### src/rtl/btn_press_classifier.sv
// Turns a debounced, clk-synchronous button level into short, long and auto-repeat
// command pulses. All outputs are registered, and one instance serves one button.
module btn_press_classifier #(
   parameter int ACTIVE_LOW    = 1,
   parameter int LONG_CYCLES   = 25_000_000,
   parameter int REPEAT_CYCLES = 5_000_000,
   parameter int CNT_W         = 25
) (
   input  logic clk,
   input  logic rst_n,
   input  logic btn_lvl,
   output logic pressed,
   output logic short_pulse,
   output logic long_pulse,
   output logic repeat_pulse
);

   typedef enum logic [1:0] {IDLE, PRESSED, HELD} state_t;

   localparam logic [CNT_W-1:0] LONG_MAX = CNT_W'(LONG_CYCLES - 1);
   localparam logic [CNT_W-1:0] REP_MAX  = (REPEAT_CYCLES == 0) ? '0 : CNT_W'(REPEAT_CYCLES - 1);
   localparam bit               REP_EN   = (REPEAT_CYCLES != 0);

   state_t           state, state_nxt;
   logic [CNT_W-1:0] cnt, cnt_nxt;
   logic             act, act_q;
   logic             short_nxt, long_nxt, repeat_nxt;

   assign act = (ACTIVE_LOW != 0) ? ~btn_lvl : btn_lvl;

   always_comb begin
      state_nxt  = state;
      cnt_nxt    = cnt;
      short_nxt  = 1'b0;
      long_nxt   = 1'b0;
      repeat_nxt = 1'b0;
      case (state)
         IDLE: begin
            // A press only counts on a fresh rising edge of act.
            if (act && !act_q) begin
               state_nxt = PRESSED;
               cnt_nxt   = '0;
            end
         end
         PRESSED: begin
            // Release is tested first, so it wins over a simultaneous threshold.
            if (!act) begin
               state_nxt = IDLE;
               cnt_nxt   = '0;
               short_nxt = 1'b1;
            end else if (cnt == LONG_MAX) begin
               state_nxt = HELD;
               cnt_nxt   = '0;
               long_nxt  = 1'b1;
            end else begin
               cnt_nxt = cnt + CNT_W'(1);
            end
         end
         HELD: begin
            if (!act) begin
               state_nxt = IDLE;
               cnt_nxt   = '0;
            end else if (REP_EN && (cnt == REP_MAX)) begin
               repeat_nxt = 1'b1;
               cnt_nxt    = '0;
            end else if (REP_EN) begin
               cnt_nxt = cnt + CNT_W'(1);
            end
         end
         default: begin
            state_nxt = IDLE;
            cnt_nxt   = '0;
         end
      endcase
   end

   // act_q comes out of reset as 1, so a button held through reset is ignored.
   always_ff @(posedge clk or negedge rst_n) begin
      if (!rst_n) begin
         state        <= IDLE;
         cnt          <= '0;
         act_q        <= 1'b1;
         pressed      <= 1'b0;
         short_pulse  <= 1'b0;
         long_pulse   <= 1'b0;
         repeat_pulse <= 1'b0;
      end else begin
         state        <= state_nxt;
         cnt          <= cnt_nxt;
         act_q        <= act;
         pressed      <= act;
         short_pulse  <= short_nxt;
         long_pulse   <= long_nxt;
         repeat_pulse <= repeat_nxt;
      end
   end

endmodule

### config.mk
export PLATFORM = sky130hd
export DESIGN_NAME = btn_press_classifier
export DESIGN_NICKNAME = d
export VERILOG_FILES = /design/src/rtl/btn_press_classifier.sv
export SDC_FILE = /design/constraint.sdc
export NUM_CORES = 1
export LEC_CHECK = 0
export CAP_MARGIN = 5
export CORE_MARGIN = 2
export CORE_UTILIZATION = 29
export CTS_BUF_LIST = sky130_fd_sc_hd__clkbuf_8
export CTS_CLUSTER_DIAMETER = 50
export DETAILED_ROUTE_END_ITERATION = 10
export DONT_BUFFER_PORTS = 1
export GPL_TIMING_DRIVEN = 0
export PLACE_DENSITY = 0.45
export SLEW_MARGIN = 5
export SYNTH_ARGS = -nofsm -noshare
export SYNTH_HDL_FRONTEND = slang
export SYNTH_SLANG_ARGS = --single-unit
### constraint.sdc
create_clock -name clk -period 4.4 [get_ports clk]
set_input_delay 1.32 -clock clk [delete_from_list [all_inputs] [get_ports clk]]
set_output_delay 1.32 -clock clk [all_outputs]
set_load 0.02 [all_outputs]
**Word level (Yosys, flattened, before mapping)**

Cells that the tools add are included.
W data, S select, Z words.

- Register bits: 32
- Input bits: 3
- Word-level logic and storage cells: 39

- Add/sub/neg operators: 1
- Equality and inequality tests: 7
- Muxes and demuxes: 19
- Bitwise gates (word level): 1
- Reduce and logical (&&, ||, !) cells: 4

Operators with widths:

| operator | count |
|---|---|
| $mux W25 | 5 |
| $pmux W25 S3 | 1 |
| $add A25 B1 Y25 const B | 1 |
| $eq A25 B23 Y1 const B | 1 |
| $eq A25 B25 Y1 const B | 1 |
| $mux W1 | 8 |
| $mux W2 | 4 |
| $pmux W2 S3 | 1 |
| $ne A2 B2 Y1 const B | 2 |
| $ne A3 B3 Y1 const B | 1 |
| $reduce_and A3 Y1 | 1 |
| $eq A2 B1 Y1 const B | 1 |
| $eq A2 B2 Y1 const B | 1 |
| $logic_not A2 Y1 | 1 |
| $logic_and A1 B1 Y1 | 1 |
| $logic_not A1 Y1 | 1 |
| $not A1 Y1 | 1 |

**Longest topological paths before layout**

- Depth after elaboration: 4
- Depth in mapped cells: 7
- Depth with buffers taken out: 7

**Worst setup path before layout**

Ideal clock, no wire load.

- Path kind: input -> register
- From: in btn_lvl
- To: reg cnt[21]
- Setup time: 87 ps
- Arrival: 2721 ps
- Path slack: 1592 ps
- Stages on the path: 5
- Cell sequence: o21a_1 > nor4_2 > nand3_1 > or3_1 > a22oi_1

- Longest elaborated chain between the ends: 3
- Elaborated cells between the ends (all ways): 6
- Classes of those cells: eq/ne (1); mux (3); bitwise (1); reduce/logical (1)

RTL lines:

| item | RTL line | RTL |
|---|---|---|
| start: declaration | 11 | `input logic btn_lvl,` |
| parallel branches: the longest is 3 deep, another holds $mux W25 | -- |  |
| end signal: assignment | 89 | `cnt <= cnt_nxt;` |
| end: declaration | 25 | `logic [CNT_W-1:0] cnt, cnt_nxt;` |

Several ways; the timed one is not identified.
A chain may end at the register's enable or synchronous reset.

**Worst setup path in the final report**

- From: in btn_lvl
- To: reg cnt[23]

The elaborated chain is that of the path after synthesis.

==> flow_summary.ini <==
[cts]
cts_buffers = 5
clock_sinks = 32
holdBufCountCts = 0
ctsResizeCount = 0
cts.path.max_buffers = 2
htree_num_levels = 2
cts_root_buf = clkbuf_8
post-cts-setup-buffer-count = 0
cts_tree = built
insertion_delay_ns = 0.28
clk_pin_slew_ns = 0.07

[synthesis]
synth_cells = 181
synth.top_cells.by_count = dfrtp_1 (31), nand2_1 (21), a21oi_1 (17)
yosysMostFrequentCell = dfrtp_1
synth_ff_type = dfrtp_1
syn_nets = 188
synth_edf_count = 0
synth_area_um2 = 1750
yosys.area.top_type = dfrtp_1
yosysTopAreaCellShare_pct = 44.4
ys_ff_latch = 32
async_flop_share_pct = 100
synth_area_per_cell_um2 = 9.66
yosys-top-cells-area = dfrtp_1 (44%), xor2_1 (6.0%), a21oi_1 (4.9%), nand2_1 (4.5%), nand3_1 (3.7%)
ys_seq_area_share_pct = 45.9
synth.distinct_cells = 42
ys_warn_count = 0

[setup_path]
crit_path_end_kind = register
critPathRequiredTime_ns = 4.60
r2r_start = state[0]
worstPathArrival_ns = 3.16
crit_path_max_fanout = 7
critPathKind = in -> reg
critPathLaunchType = primary input
crit_path_start = btn_lvl

[global_routing]
overflow = 0
antenna_found_initial = 0
grt_max_degree = 33
grt_pass1_vias = 1391
grt_pass1_wl_um = 6760
grt_use_total_pct = 13.4

[sta]
fin_tns_setup_ns = 0
tightestPinTransition_ns = 1.03
rsz0062_at_grt = false
finClkSkew_ns = 0.00434
maxSlewViolCount = 0
clock.fmax_ghz = 0.338
relSlewSlack_pct = 30.9
fin_crit_sh_pct = 67.3
period_minus_slack_ns = 2.96
hold_violations = 0
setup_viol = 0

[floorplanning]
core-area_um2 = 5890
initial_core_util_pct = 29.7
die_x_um = 81.6
die-area_um2 = 6660
rows = 28
die_height_um = 81.6
ioPinCount = 7

[detailed_routing]
drc = 0
viasPerCell = 5.51
drt_iter0_drc = 68
drt-pass1-iter-count = 5
routedWlPerCell_um = 15.3
antenna_left = 0
vias = 1454
finalWirelength_um = 4040

[power_and_ir_drop]
fin_total_pwr_mw = 0.693
peakVddDrop_mv = 0.158
powerDensity_nw_per_um2 = 359
p_leak_nw = 0.756

[finish]
multiInputGateArea_um2 = 893
drive_above_1_share_pct = 7.41
syn2layout_area_growth_pct = 10.5
seqCellArea_um2 = 802
antenna_cells = 0
nNetsFinal = 195
fillers = 627

[place]
port_buffers = 0
dp_hpwl_um = 2920
place_congestion = 0.829

[min_path]
hp-class = reg -> reg
hold_start = cnt[4]

[run]
drv_cap = 0

[run_status]
status = complete, no violations
==> registers in the layout, indices dropped and copies added (netlist names) <==
register and count:
state 2, act_q 1, short_pulse 1, long_pulse 1, pressed 1, cnt 25, repeat_pulse 1
==> logic make-up after synthesis <==
family	synth area share (%)
xor+xnor	8.02
simple gates	25.3
buf+inv	3.01
fa+ha+maj	2.86
flops	45.9
compound gates	15.0
==> area by class of cell <==
| class | count | area share [%] |
|---|---|---|
| Tap cell | 75 | 4.86 |
| Inverter | 5 | 0.972 |
| Multi-Input combinational cell | 137 | 46.2 |
| Clock inverter | 2 | 0.389 |
| Buffer | 7 | 1.75 |
| Sequential cell | 32 | 41.5 |
| Clock buffer | 6 | 4.27 |
==> routing by layer <==
metal / track usage [%] / vias to the layer above / wire (µm)
met2: 21.2 / 32 / 1940
met4: 5.50 / 0 / 67
li1: - / 681 / -
met5: 0 / - / 0
met3: 3.85 / 7 / 158
met1: 17.1 / 734 / 1870
==> worst max-delay path: stages <==
cell and delay (ns):
o21a_1 0.26, nor4_2 0.70, nand3_1 0.30, or3_1 0.41, a22oi_1 0.16
==> power breakdown <==
group	total [mW]	switching, mW	internal (mW)
clock network	0.229	0.106	0.123
registers	0.322	0.0146	0.307
logic	0.143	0.101	0.0417
==> final timing paths <==
path,endpoint,slack (ns),cells past startpoint
max in group asynchronous,act_q,3.50,0
min in group asynchronous,cnt[2],0.73,0
min,cnt[4],0.56,2
min reg2reg,cnt[4],0.56,2
max reg2reg,cnt[23],1.84,7
max,cnt[23],1.44,5
==> per-stage QoR <==
stage / cells / hold WS [ns] / utilization, % / area (µm²) / setup WS (ns)
global placement: 256 / 0.528 / 31.3 / 1840 / 1.17
detailed placement: 256 / 0.540 / 31.3 / 1840 / 1.18
global route: 264 / 0.586 / 32.8 / 1930 / 1.25
finish: 264 / 0.556 / 32.8 / 1930 / 1.44
CTS: 264 / 0.556 / 32.8 / 1930 / 1.45
floorplan: 181 / 0.500 / - / 1750 / 1.59
==> cell usage in the layout, fill, tap and decap left out, types with 6 or more instances in the layout <==
cell type / n
dfrtp_1: 31
nand2_1: 21
a21oi_1: 17
nand3_1: 13
xor2_1: 12
inv_1: 7
o211ai_1: 7
nor3_1: 6
clkbuf_8: 6
No activity file was read; power rests on OpenSTA's default activity.
